--- src/rtl/rll_key_unit.sv ---
// rll_key_unit: loadable key-gate stage for a random-logic-locked core.
// A key is shifted in MSB first over a valid/ready handshake into a shadow
// register. It is committed atomically to the active key, which drives a
// registered bank of XOR/XNOR gates on the core's output data.
//
// Ports:
//   clk, rst              rising-edge clock, asynchronous active-high reset
//   key_in/key_valid      serial key bit and its qualifier
//   key_last              marks the final key bit (sampled with key_valid)
//   key_ready             key bit accepted this cycle (low only in COMMIT)
//   key_clr               synchronous clear of the key path
//   key_loaded            a key has been committed since reset/clear
//   key_err               one-cycle pulse on a framing error
//   in_valid/in_data      data from the locked core
//   out_valid/out_data    registered, key-gated data
module rll_key_unit #(
  parameter int unsigned      KEY_W    = 32,
  parameter int unsigned      DATA_W   = 32,
  parameter logic [KEY_W-1:0] POL_MASK = '0
) (
  input  logic              clk,
  input  logic              rst,
  input  logic              key_in,
  input  logic              key_valid,
  input  logic              key_last,
  output logic              key_ready,
  input  logic              key_clr,
  output logic              key_loaded,
  output logic              key_err,
  input  logic              in_valid,
  input  logic [DATA_W-1:0] in_data,
  output logic              out_valid,
  output logic [DATA_W-1:0] out_data
);

  localparam int unsigned CNT_W = $clog2(KEY_W + 1);

  typedef enum logic [1:0] {
    IDLE   = 2'd0,
    SHIFT  = 2'd1,
    COMMIT = 2'd2
  } state_t;

  state_t            state;
  logic [KEY_W-1:0]  key;
  logic [KEY_W-1:0]  shadow;
  logic [KEY_W-1:0]  shadow_shifted;
  logic [KEY_W-1:0]  key_eff;
  logic [CNT_W-1:0]  cnt;
  logic [CNT_W-1:0]  cnt_inc;
  logic              is_final;

  // Next shadow value and whether the accepted bit would be the KEY_W-th one.
  always_comb begin
    shadow_shifted = {shadow[KEY_W-2:0], key_in};
    cnt_inc        = cnt + CNT_W'(1);
    is_final       = (cnt_inc == CNT_W'(KEY_W));
  end

  // Key-load FSM: clear has priority, then the per-state handshake.
  always_ff @(posedge clk or posedge rst) begin
    if (rst) begin
      state      <= IDLE;
      key        <= '0;
      shadow     <= '0;
      cnt        <= '0;
      key_ready  <= 1'b1;
      key_loaded <= 1'b0;
      key_err    <= 1'b0;
    end else if (key_clr) begin
      state      <= IDLE;
      key        <= '0;
      shadow     <= '0;
      cnt        <= '0;
      key_ready  <= 1'b1;
      key_loaded <= 1'b0;
      key_err    <= 1'b0;
    end else begin
      key_err <= 1'b0;
      case (state)
        IDLE, SHIFT: begin
          if (key_valid) begin
            if (is_final && key_last) begin
              shadow    <= shadow_shifted;
              cnt       <= cnt_inc;
              state     <= COMMIT;
              key_ready <= 1'b0;
            end else if (is_final || key_last) begin
              // Framing error: drop the partial key, keep the active one.
              shadow  <= '0;
              cnt     <= '0;
              state   <= IDLE;
              key_err <= 1'b1;
            end else begin
              shadow <= shadow_shifted;
              cnt    <= cnt_inc;
              state  <= SHIFT;
            end
          end
        end
        COMMIT: begin
          key        <= shadow;
          key_loaded <= 1'b1;
          cnt        <= '0;
          state      <= IDLE;
          key_ready  <= 1'b1;
        end
        default: begin
          state     <= IDLE;
          key_ready <= 1'b1;
        end
      endcase
    end
  end

  // The commit edge already gates with the new key, so there is no
  // cycle of data carrying a stale key after the commit.
  always_comb begin
    key_eff = ((state == COMMIT) && !key_clr) ? shadow : key;
  end

  // Key-gate bank; bits above KEY_W pass through unchanged.
  always_ff @(posedge clk or posedge rst) begin
    if (rst) begin
      out_valid <= 1'b0;
      out_data  <= '0;
    end else begin
      out_valid <= in_valid;
      if (in_valid) begin
        out_data <= in_data ^ DATA_W'(key_eff ^ POL_MASK);
      end
    end
  end

endmodule

--- config.mk ---
export PLATFORM = sky130hd
export DESIGN_NAME = rll_key_unit
export DESIGN_NICKNAME = d
export VERILOG_FILES = /design/src/rtl/rll_key_unit.sv
export SDC_FILE = /design/constraint.sdc
export NUM_CORES = 1
export LEC_CHECK = 0
export ABC_AREA = 0
export BUFFER_PORTS_ARGS = -buffer_cell sky130_fd_sc_hd__buf_2
export CORE_UTILIZATION = 50
export CTS_CLUSTER_DIAMETER = 60
export DETAILED_ROUTE_END_ITERATION = 7
export PLACE_DENSITY = 0.84
export REMOVE_ABC_BUFFERS = 1
export SLEW_MARGIN = 10
export SYNTH_ARGS = -nofsm -noshare
export SYNTH_HDL_FRONTEND = slang
export SYNTH_SLANG_ARGS = --single-unit
--- constraint.sdc ---
create_clock -name clk -period 3.23 [get_ports clk]
set_input_delay 0.4845 -clock clk [delete_from_list [all_inputs] [get_ports clk]]
set_output_delay 0.4845 -clock clk [all_outputs]
set_load 0.02 [all_outputs]
* Word level (Yosys, flattened, before mapping) *
Index checks and enable logic that the tools add are counted.
Widths: inputs -> output; s select.

word-level totals
  memories = 0
  bits in latches = 0
  bits in registers = 108
  output and inout bits = 36
  RAM bits = 0
  bits in read-only memories = 0
  bits of input ports = 39
  logic and storage cells = 58

cells by class
  shifts and indexed selects = 0
  reduce and logical (&&, ||, !) cells = 13
  equality and inequality tests = 5
  div/mod/pow operators = 0
  bitwise operators = 1
  order comparisons = 0
  add/subtract/negate cells = 1
  $mul = 0
  muxes and demuxes = 29

operators by type and width
  cell                 count
  $mux 32              8
  $xor 32x32->32       1
  $mux 6               4
  $mux 1               12
  $pmux 6 s2           1
  $mux 2               4
  $add 6x1->6 const B  1
  $eq 6x6->1 const B   1
  $ne 3x3->1 const B   2
  $reduce_and 2->1     3
  $reduce_bool 2->1    3
  $reduce_bool 3->1    1
  $eq 2x1->1 const B   1
  $eq 2x2->1 const B   1
  $logic_and 1x1->1    2
  $logic_not 2->1      1
  $reduce_or 2->1      1
  $logic_not 1->1      1
  $logic_or 1x1->1     1

* Logic depth before layout (Yosys ltp) *
Gate-level depths: netlist of run 1.

  depth after elaboration = 8
  depth in mapped cells = 9
  gate-level depth less buffers = 7

* Least setup slack after synthesis of run 1 *
Ideal clock, no wire load.

  path kind = register to register
  from = register cnt[2]
  to = register shadow[0]
  clock period less this slack = 2276 ps
  data required time = 3108 ps
  path slack = 954 ps
  library setup time = 122 ps
  arrival = 2155 ps
  cell stages (with the launch flop) = 9
  buffers on the path = 2
  cell sequence = dfrtp_1 > and3_1 > or4_1 > a21o_1 > ha_1 > or2_2 > clkbuf_1 > clkbuf_1 > a32o_1

on the way
  word-level cells in the longest chain between the ends = 8
  elaborated cells between the ends (all ways) = 9
  those cells by class = 1 x add/sub; 1 x eq/ne; 5 x mux; 2 x reduce/logical

ends and longest elaborated chain
  item                    line  text
  start, declared         49    logic [CNT_W-1:0] cnt;
  start signal, assigned  85    cnt <= cnt_inc;
  start signal, assigned  96    cnt <= cnt_inc;
  $add 6x1->6 (*)         56    cnt_inc = cnt + CNT_W'(1);
  $eq 6x6->1 (*)          57    is_final = (cnt_inc == CNT_W'(KEY_W));
  $logic_or 1x1->1        88    end else if (is_final || key_last) begin
  $mux 32                 88
  $mux 32 (*)             83    if (is_final && key_last) begin
  $mux 32 (*)             82    if (key_valid) begin
  $mux 32 (*)             80    case (state)
  $mux 32 (*)             70    end else if (key_clr) begin
  end signal, assigned    84    shadow <= shadow_shifted;
  end signal, assigned    95    shadow <= shadow_shifted;
  end, declared           46    logic [KEY_W-1:0] shadow;

Every way passes the cells marked *; elsewhere a longest branch is shown, timed or not. The select of a mux whose other input is x is not followed.
A chain may end at the register's enable or synchronous reset.

* Final worst setup path of run 1 *
  from = register cnt[2]
  to = register cnt[4]

on the way
  word-level cells in the longest chain between the ends = 8
  elaborated cells between the ends (all ways) = 9
  those cells by class = 1 x add/sub; 1 x eq/ne; 5 x mux; 2 x reduce/logical

ends and longest elaborated chain
  item              line
  $add 6x1->6 (*)   56
  $eq 6x6->1        57
  $logic_or 1x1->1  88
  $mux 6            88
  $mux 6 (*)        83
  $mux 6 (*)        82
  $pmux 6 s2 (*)    80
  $mux 6 (*)        70

Marks and branches as above.

==> flow_results.xml, run 1 <==
<?xml version="1.0" encoding="UTF-8"?>
<metrics>
  <group name="clock_network">
    <metric name="cts_max_level" unit="">3</metric>
    <metric name="ctsRootBufferMaster" unit="">sky130_fd_sc_hd__clkbuf_8</metric>
    <metric name="cts.sinks" unit="">108</metric>
    <metric name="cts_repair_resize_count" unit="">0</metric>
    <metric name="clock_network_latency_to_the_later_pin_of_the_worst_skew_pair" unit="ns">0.37</metric>
    <metric name="postCtsHoldBufs" unit="">0</metric>
    <metric name="cts.repair_timing.setup_buffer_count" unit="">0</metric>
    <metric name="clk_path_buf_depth" unit="">2</metric>
    <metric name="cts_buffers" unit="">9</metric>
    <metric name="tritoncts" unit="">done</metric>
    <metric name="worst_setup_hold_path_clk_slew" unit="ns">0.11</metric>
  </group>
  <group name="synth">
    <metric name="postSynthRegisterBits" unit="">108</metric>
    <metric name="sequential_cell_area_fraction_in_the_yosys_report" unit="%">48.6</metric>
    <metric name="yosysUniqueCellTypes" unit="">36</metric>
    <metric name="synth.cell_area" unit="sq um">5560</metric>
    <metric name="synthesis_warnings" unit="">0</metric>
    <metric name="syn_avg_cell_area" unit="sq um">8.86</metric>
    <metric name="syn_inst" unit="">628</metric>
  </group>
  <group name="sta">
    <metric name="post-route-min-period" unit="ns">2.63</metric>
    <metric name="slew_headroom" unit="%">19.2</metric>
    <metric name="finalSetupViolations" unit="">0</metric>
    <metric name="report.final.slew_viol_count" unit="">0</metric>
    <metric name="totalNegativeSetupSlack" unit="ns">0</metric>
    <metric name="crit_share_post_route" unit="%">81.5</metric>
    <metric name="tightestPinTransition" unit="ns">1.21</metric>
    <metric name="grt_setup_unrepaired" unit="">no</metric>
    <metric name="timing.final.hold_violations" unit="">0</metric>
    <metric name="fin_hold_ws" unit="ns">0.286</metric>
    <metric name="finClkSkew" unit="ns">0.0148</metric>
    <metric name="achievable-frequency" unit="MHz">380</metric>
  </group>
  <group name="drt">
    <metric name="drt_first_pass_iters" unit="">7</metric>
    <metric name="avgRoutedWirePerCell" unit="um">17.2</metric>
    <metric name="drt.antenna.violating_nets" unit="">0</metric>
    <metric name="detail_route.drc_violations" unit="">0</metric>
    <metric name="avgViaCountPerCell" unit="">6.18</metric>
    <metric name="routed_wirelength" unit="mm">14.0</metric>
    <metric name="drt-initial-drc-count" unit="">505</metric>
    <metric name="number_of_vias_in_the_routed_layout" unit="">5022</metric>
  </group>
  <group name="grt">
    <metric name="grt_antenna_before_repair" unit="">0</metric>
    <metric name="grt.total_usage" unit="%">25.2</metric>
    <metric name="global_route.overflow_total" unit="">0</metric>
    <metric name="first_global_vias" unit="">4900</metric>
    <metric name="grt_max_degree" unit="">71</metric>
    <metric name="first_pass_grt_wire_length" unit="mm">23.1</metric>
  </group>
  <group name="floorplan">
    <metric name="die_w" unit="um">107</metric>
    <metric name="core.rowCount" unit="">38</metric>
    <metric name="floorplan.die_area" unit="sq um">11600</metric>
    <metric name="start_util" unit="%">51.3</metric>
    <metric name="vert_die_dim" unit="um">107</metric>
    <metric name="core_area" unit="sq um">10800</metric>
    <metric name="top_level_ports" unit="">75</metric>
  </group>
  <group name="worst_setup_path">
    <metric name="timing.critical_path.to_type" unit="">flop</metric>
    <metric name="worst_path_largest_cell_delay" unit="ns">0.63</metric>
    <metric name="timing.critical_path.required" unit="ns">3.50</metric>
    <metric name="critPathArrivalTime" unit="ns">2.91</metric>
    <metric name="crit_path_start" unit="">cnt[2]$_DFFE_PP0P_</metric>
    <metric name="critical-path-slowest-cell" unit="">sky130_fd_sc_hd__or2_2</metric>
    <metric name="setup.worst_path.start_class" unit="">flop</metric>
    <metric name="timing_worst_setup_path_type" unit="">flop to flop</metric>
    <metric name="timing.critical_path.fanout_max" unit="">40</metric>
    <metric name="critical_path_buf_inv_count" unit="">0</metric>
    <metric name="rr_startpoint" unit="">cnt[2]$_DFFE_PP0P_</metric>
    <metric name="path_delay_family" unit="">simple AND/OR/NAND/NOR gates</metric>
    <metric name="path_cells" unit="">and3_1 -&gt; or4_1 -&gt; a21oi_1 -&gt; ha_1 -&gt; or2_2 -&gt; nand2_1 -&gt; o221ai_1</metric>
  </group>
  <group name="layout">
    <metric name="n_antenna_cell" unit="">0</metric>
    <metric name="drive_gt1_share" unit="%">16.0</metric>
    <metric name="finalCoreUtilization" unit="%">56.9</metric>
    <metric name="layout.cells.non_filler" unit="">813</metric>
    <metric name="finish.net_count" unit="">710</metric>
    <metric name="relative_area_change_from_synthesis_to_final_layout" unit="%">10.9</metric>
    <metric name="num-fill-cells" unit="">950</metric>
  </group>
  <group name="power">
    <metric name="power.sequential.fraction" unit="%">56.2</metric>
    <metric name="power.leakage" unit="nW">2.63</metric>
    <metric name="comb_power_share" unit="%">12.5</metric>
    <metric name="switching_share" unit="%">28.3</metric>
    <metric name="p_int" unit="mW">1.81</metric>
    <metric name="pwr_density_cell" unit="nW/um^2">409</metric>
    <metric name="p_clk_share" unit="%">31.3</metric>
    <metric name="vdd_ir_drop_max" unit="V">0.000215</metric>
    <metric name="switching_power" unit="mW">0.714</metric>
  </group>
  <group name="placed_design">
    <metric name="place_hpwl" unit="mm">8.90</metric>
    <metric name="gp_congestion" unit="">0.774</metric>
    <metric name="placed_cells" unit="">796</metric>
    <metric name="io_buffer_count" unit="">74</metric>
  </group>
  <group name="worst_hold_path">
    <metric name="hold_path.class" unit="">input port to asynchronous set/reset pin</metric>
  </group>
  <group name="flow_run">
    <metric name="drv.max_cap_violation_count" unit="">0</metric>
  </group>
  <group name="status">
    <metric name="run_status" unit="">completed</metric>
  </group>
</metrics>
[cells in the mapped netlist, drive strengths merged]
library cell / n / share of area, %
and2: 1 / 0.11
nand4: 1 / 0.11
or2: 1 / 0.11
and3: 2 / 0.22
nand3: 98 / 8.8
dfrtp: 107 / 48
nor2b: 66 / 7.4
nand3b: 1 / 0.13
buf: 19 / 2.1
or3: 2 / 0.22
a31oi: 4 / 0.45
nor3: 1 / 0.090
nor2: 3 / 0.20
mux2i: 2 / 0.36
a21oi: 64 / 5.8
a32o: 1 / 0.18
nand2: 131 / 8.8
or3b: 1 / 0.16
o21ai: 1 / 0.090
inv: 6 / 0.40
a32oi: 32 / 5.0
ha: 3 / 0.67
a21o: 1 / 0.13
a211o: 1 / 0.16
a221o: 32 / 5.8
dfstp: 1 / 0.47
nand2b: 3 / 0.34
or4: 1 / 0.13
o2111ai: 1 / 0.16
clkbuf: 36 / 2.4
o221ai: 2 / 0.31
nor3b: 3 / 0.49
[power by group through the flow]
stage | logic (mW) | clock network [mW] | registers (mW)
final | 0.314 | 0.790 | 1.42
after floorplan | 0.123 | 0 | 1.49
after global placement | 0.301 | 0 | 1.44
after global routing | 0.345 | 0.847 | 1.42
after detailed placement | 0.313 | 0 | 1.44
after CTS | 0.315 | 0.799 | 1.42
[flip-flops by register name, summed over array words and instances (netlist names)]
name        flops
state           2
cnt             6
key_err         1
key_loaded      1
out_valid       1
out_data       32
key            32
shadow         32
key_ready       1
[cell type report]
| type | count | area (sq um) | area share [%] |
|---|---|---|---|
| Tap cell | 140 | 175 | 2.84 |
| Clock inverter | 6 | 45.0 | 0.730 |
| Sequential cell | 108 | 2700 | 43.8 |
| Timing Repair Buffer | 84 | 480 | 7.79 |
| Clock buffer | 10 | 138 | 2.23 |
| Multi-Input combinational cell | 459 | 2600 | 42.2 |
| Inverter | 6 | 25.0 | 0.406 |
[final timing paths]
kind,endpoint,slack [ns],depth (start not counted)
worst max-delay path,cnt[4]$_DFFE_PP0P_,0.60,7
worst min-delay path,out_valid$_DFF_PP0_,0.29,2
worst max register to register,cnt[4]$_DFFE_PP0P_,0.60,7
worst min register to register,key_loaded$_DFFE_PP0P_,0.51,2
max in group asynchronous,shadow[28]$_DFFE_PP0P_,2.21,3
min in group clk,key[17]$_DFFE_PP0P_,0.33,2
[layer usage]
metal,share of wire (%),GRT usage (%)
met5,0,0
met4,2.3,12.6
met3,5.2,2.36
met2,51,41.9
met1,42,32.9
[logic make-up after synthesis]
family	count (synthesis)	share of synthesized area, %
AND/OR/NAND/NOR	315	27.4
AO/OA/AOI/OAI	139	18.0
flip-flops	108	48.6
buffers and inverters	61	4.92
adder cells (fa/ha/maj)	3	0.675
multiplexers	2	0.360
[stage by stage]
step | area (sq um) | power (mW) | setup WS [ns]
after floorplan | 5310 | 1.61 | -0.0984
after global placement | 5970 | 1.74 | 0.842
after detailed placement | 5970 | 1.76 | 0.643
after CTS | 6150 | 2.53 | 0.621
after global routing | 6170 | 2.62 | 0.419
final | 6170 | 2.52 | 0.598
[layout by cell type, fill, tap and decap left out, types with 2 or more instances in the layout]
master and instances:
sky130_fd_sc_hd__buf_4 8, sky130_fd_sc_hd__o221ai_1 2, sky130_fd_sc_hd__buf_2 73, sky130_fd_sc_hd__nand2b_1 3, sky130_fd_sc_hd__nor3b_2 2, sky130_fd_sc_hd__nand3_1 98
sky130_fd_sc_hd__dfrtp_1 107, sky130_fd_sc_hd__nor2_1 3, sky130_fd_sc_hd__nand2_1 131, sky130_fd_sc_hd__inv_6 3, sky130_fd_sc_hd__ha_1 3, sky130_fd_sc_hd__and3_1 2
sky130_fd_sc_hd__mux2i_1 2, sky130_fd_sc_hd__a221o_1 32, sky130_fd_sc_hd__nor2b_1 64, sky130_fd_sc_hd__a32oi_1 32, sky130_fd_sc_hd__clkinv_2 2, sky130_fd_sc_hd__a21oi_1 64
sky130_fd_sc_hd__or3_1 2, sky130_fd_sc_hd__inv_1 5, sky130_fd_sc_hd__a31oi_1 4, sky130_fd_sc_hd__clkbuf_8 10, sky130_fd_sc_hd__buf_12 2
No activity file was read; power rests on OpenSTA's default activity.
==> run 2: changes to the inputs <==
--- a/config.mk
+++ b/config.mk
@@ -5,12 +5,12 @@
 export SDC_FILE = /design/constraint.sdc
 export NUM_CORES = 1
 export LEC_CHECK = 0
-export ABC_AREA = 0
+export ABC_AREA = 1
 export BUFFER_PORTS_ARGS = -buffer_cell sky130_fd_sc_hd__buf_2
 export CORE_UTILIZATION = 50
 export CTS_CLUSTER_DIAMETER = 60
 export DETAILED_ROUTE_END_ITERATION = 7
-export PLACE_DENSITY = 0.84
+export PLACE_DENSITY = 0.81
 export REMOVE_ABC_BUFFERS = 1
 export SLEW_MARGIN = 10
 export SYNTH_ARGS = -nofsm -noshare
==> constraint.sdc (replaced) <==
create_clock -name clk -period 2.6 [get_ports clk]
set_input_delay 0.39 -clock clk [delete_from_list [all_inputs] [get_ports clk]]
set_output_delay 0.39 -clock clk [all_outputs]
set_load 0.02 [all_outputs]
==> flow_results.xml, run 2 <==
<?xml version="1.0" encoding="UTF-8"?>
<metrics>
  <group name="floorplan">
    <metric name="core_area" unit="sq um">10300</metric>
    <metric name="top_level_ports" unit="">75</metric>
    <metric name="vert_die_dim" unit="um">105</metric>
    <metric name="floorplan.die_area" unit="sq um">11000</metric>
    <metric name="core.rowCount" unit="">37</metric>
    <metric name="die_w" unit="um">105</metric>
    <metric name="start_util" unit="%">51.4</metric>
  </group>
  <group name="worst_setup_path">
    <metric name="critPathArrivalTime" unit="ns">2.66</metric>
    <metric name="timing.critical_path.to_type" unit="">flop</metric>
    <metric name="timing.critical_path.required" unit="ns">2.87</metric>
    <metric name="timing.critical_path.fanout_max" unit="">12</metric>
    <metric name="setup.worst_path.start_class" unit="">flop</metric>
    <metric name="timing_worst_setup_path_type" unit="">flop to flop</metric>
  </group>
  <group name="sta">
    <metric name="report.final.slew_viol_count" unit="">0</metric>
    <metric name="totalNegativeSetupSlack" unit="ns">0</metric>
    <metric name="finalSetupViolations" unit="">0</metric>
    <metric name="crit_share_post_route" unit="%">92.0</metric>
    <metric name="achievable-frequency" unit="MHz">418</metric>
    <metric name="grt_setup_unrepaired" unit="">no</metric>
    <metric name="slew_headroom" unit="%">45.2</metric>
    <metric name="final.setup.worst_slack" unit="ns">0.207</metric>
    <metric name="timing.final.hold_violations" unit="">0</metric>
    <metric name="post-route-min-period" unit="ns">2.39</metric>
    <metric name="tightestPinTransition" unit="ns">0.820</metric>
    <metric name="finClkSkew" unit="ns">0.00898</metric>
  </group>
  <group name="power">
    <metric name="pwr_density_cell" unit="nW/um^2">554</metric>
    <metric name="power.leakage" unit="nW">3.50</metric>
    <metric name="vdd_ir_drop_max" unit="V">0.000293</metric>
    <metric name="fin_total_pwr" unit="mW">3.30</metric>
  </group>
  <group name="synth">
    <metric name="synth_top_flop_cell" unit="">sky130_fd_sc_hd__dfrtp_1</metric>
    <metric name="syn_inst" unit="">683</metric>
    <metric name="synthesis_warnings" unit="">0</metric>
    <metric name="netlist.top_cell.by_area" unit="">sky130_fd_sc_hd__dfrtp_1</metric>
    <metric name="synth.cell_area" unit="sq um">5310</metric>
    <metric name="synth_largest_type_area_fraction" unit="%">50.4</metric>
    <metric name="async_reset_ff_share" unit="%">100</metric>
    <metric name="yosysUniqueCellTypes" unit="">25</metric>
    <metric name="postSynthRegisterBits" unit="">108</metric>
    <metric name="synth-edff-count" unit="">0</metric>
    <metric name="syn_avg_cell_area" unit="sq um">7.77</metric>
    <metric name="synthTopCellsByCount" unit="">sky130_fd_sc_hd__nand2_1, sky130_fd_sc_hd__dfrtp_1, sky130_fd_sc_hd__inv_1</metric>
    <metric name="sequential_cell_area_fraction_in_the_yosys_report" unit="%">50.9</metric>
    <metric name="synthMostInstantiatedCell" unit="">sky130_fd_sc_hd__nand2_1</metric>
    <metric name="synthTopCellsByArea" unit="">sky130_fd_sc_hd__dfrtp_1, sky130_fd_sc_hd__nand2_1, sky130_fd_sc_hd__nand3_1</metric>
  </group>
  <group name="placed_design">
    <metric name="gp_congestion" unit="">0.772</metric>
    <metric name="dpl_worst_slack" unit="ns">0.334</metric>
    <metric name="place_hpwl" unit="mm">7.35</metric>
    <metric name="detailed_place.area" unit="sq um">5720</metric>
    <metric name="io_buffer_count" unit="">74</metric>
  </group>
  <group name="drt">
    <metric name="avgRoutedWirePerCell" unit="um">12.0</metric>
    <metric name="detail_route.drc_violations" unit="">0</metric>
    <metric name="avgViaCountPerCell" unit="">4.98</metric>
    <metric name="number_of_vias_in_the_routed_layout" unit="">4427</metric>
    <metric name="routed_wirelength" unit="mm">10.7</metric>
    <metric name="drt-initial-drc-count" unit="">293</metric>
    <metric name="drt_first_pass_iters" unit="">5</metric>
    <metric name="drt.antenna.violating_nets" unit="">0</metric>
  </group>
  <group name="grt">
    <metric name="grt_max_degree" unit="">75</metric>
    <metric name="global_route.overflow_total" unit="">0</metric>
    <metric name="grt_antenna_before_repair" unit="">0</metric>
    <metric name="grt.total_usage" unit="%">21.5</metric>
    <metric name="first_pass_grt_wire_length" unit="mm">19.1</metric>
    <metric name="first_global_vias" unit="">4209</metric>
  </group>
  <group name="layout">
    <metric name="stdcell_area" unit="sq um">5960</metric>
    <metric name="finish.net_count" unit="">791</metric>
    <metric name="mostFrequentLayoutCells" unit="">sky130_fd_sc_hd__nand2_1, sky130_fd_sc_hd__dfrtp_1, sky130_fd_sc_hd__inv_1, sky130_fd_sc_hd__buf_2, sky130_fd_sc_hd__nand3_1</metric>
    <metric name="relative_area_change_from_synthesis_to_final_layout" unit="%">12.3</metric>
    <metric name="layout_commonest_cell" unit="">sky130_fd_sc_hd__nand2_1</metric>
    <metric name="n_antenna_cell" unit="">0</metric>
    <metric name="reg.largest.list" unit="">key x32, out_data x32, shadow x32</metric>
    <metric name="drive_gt1_share" unit="%">17.7</metric>
  </group>
  <group name="clock_network">
    <metric name="clock_network_latency_to_the_later_pin_of_the_worst_skew_pair" unit="ns">0.38</metric>
    <metric name="cts_repair_resize_count" unit="">0</metric>
    <metric name="ctsRootBufferMaster" unit="">sky130_fd_sc_hd__clkbuf_8</metric>
    <metric name="postCtsHoldBufs" unit="">0</metric>
    <metric name="worst_setup_hold_path_clk_slew" unit="ns">0.10</metric>
    <metric name="cts_buffers" unit="">9</metric>
    <metric name="clk_path_buf_depth" unit="">2</metric>
    <metric name="cts_max_level" unit="">3</metric>
    <metric name="tritoncts" unit="">done</metric>
    <metric name="cts.sinks" unit="">108</metric>
    <metric name="cts.repair_timing.setup_buffer_count" unit="">0</metric>
  </group>
  <group name="status">
    <metric name="run_status" unit="">completed</metric>
  </group>
  <group name="worst_hold_path">
    <metric name="hold_path.class" unit="">input port to asynchronous set/reset pin</metric>
  </group>
  <group name="flow_run">
    <metric name="drv.max_cap_violation_count" unit="">0</metric>
  </group>
</metrics>
run 2: cell count changes after synthesis, sizes merged, moves of 32 or more:
| cell | before | now |
|---|---|---|
| nand2 | 131 | 305 |
| inv | 6 | 80 |
| nor2b | 66 | 0 |
| a21oi | 64 | 3 |
| nor2 | 3 | 41 |
| o21ai | 1 | 38 |
| a221o | 32 | 0 |
| a32oi | 32 | 0 |
run 2: power breakdown:
part	total [mW]	switching, mW	internal (mW)
logic	0.325	0.221	0.104
registers	1.75	0.0233	1.73
clock network	1.23	0.571	0.658
total	3.30	0.815	2.49
run 2: metrics by stage:
step	cells	util [%]	hold slack, ns
floorplan	657	-	0.421
global placement	874	55.4	0.435
detailed placement	874	55.4	0.446
CTS	889	57.8	0.0301
global route	889	57.8	0.0460
finish	889	57.8	0.0197
run 2: final cells by class:
cell class / count / area [sq um]
well taps: 136 / 170
inverters: 80 / 305
flip-flops and latches: 108 / 2700
fillers: 944 / 4360
clock inverters: 5 / 100
repair buffers: 81 / 435
multi-input cells: 469 / 2110
clock buffers: 10 / 138
run 2: final timing paths:
check | start | cells after the start | endpoint | slack (ns)
setup / recovery | cnt[2]$_DFFE_PP0P_ | 12 | shadow[11]$_DFFE_PP0P_ | 0.21
setup reg to reg | cnt[2]$_DFFE_PP0P_ | 12 | shadow[11]$_DFFE_PP0P_ | 0.21
hold reg to reg | key[24]$_DFFE_PP0P_ | 2 | key[24]$_DFFE_PP0P_ | 0.48
min in group clk | in_valid | 1 | out_valid$_DFF_PP0_ | 0.25
max in group asynchronous | rst | 3 | out_data[29]$_DFFE_PP0P_ | 1.83
hold / removal | rst | 2 | out_data[7]$_DFFE_PP0P_ | 0.02
run 2: cell families (layout without fill, tap and decap cells):
| logic type | Yosys count | after routing | share of synthesized area (%) |
|---|---|---|---|
| simple gates | 422 | 422 | 34.6 |
| fa+ha+maj | 3 | 3 | 0.707 |
| compound gates | 43 | 43 | 4.17 |
| xor+xnor | 1 | 1 | 0.165 |
| buf+inv | 106 | 176 | 9.45 |
| flops | 108 | 108 | 50.9 |
run 2: layer usage:
metal | share of wire [%] | global-route usage (%) | vias to the layer above
li1 | - | - | 2219
met1 | 47 | 28.9 | 2066
met2 | 47 | 35.4 | 115
met3 | 4.0 | 3.81 | 27
met4 | 1.9 | 6.74 | 0
met5 | 0 | 0 | -
run 2: worst max-delay path, stage by stage, from the launching register on:
cell                      delay (ns)
sky130_fd_sc_hd__dfrtp_1        0.48
sky130_fd_sc_hd__nand2_1        0.11
sky130_fd_sc_hd__nor2_1         0.18
sky130_fd_sc_hd__nand2_1        0.10
sky130_fd_sc_hd__a21oi_1        0.24
sky130_fd_sc_hd__nand2_1        0.08
sky130_fd_sc_hd__nor2_1         0.11
sky130_fd_sc_hd__ha_1           0.19
sky130_fd_sc_hd__inv_1          0.09
sky130_fd_sc_hd__a21oi_4        0.32
sky130_fd_sc_hd__buf_4          0.25
sky130_fd_sc_hd__nand2_1        0.07
sky130_fd_sc_hd__o21ai_0        0.09
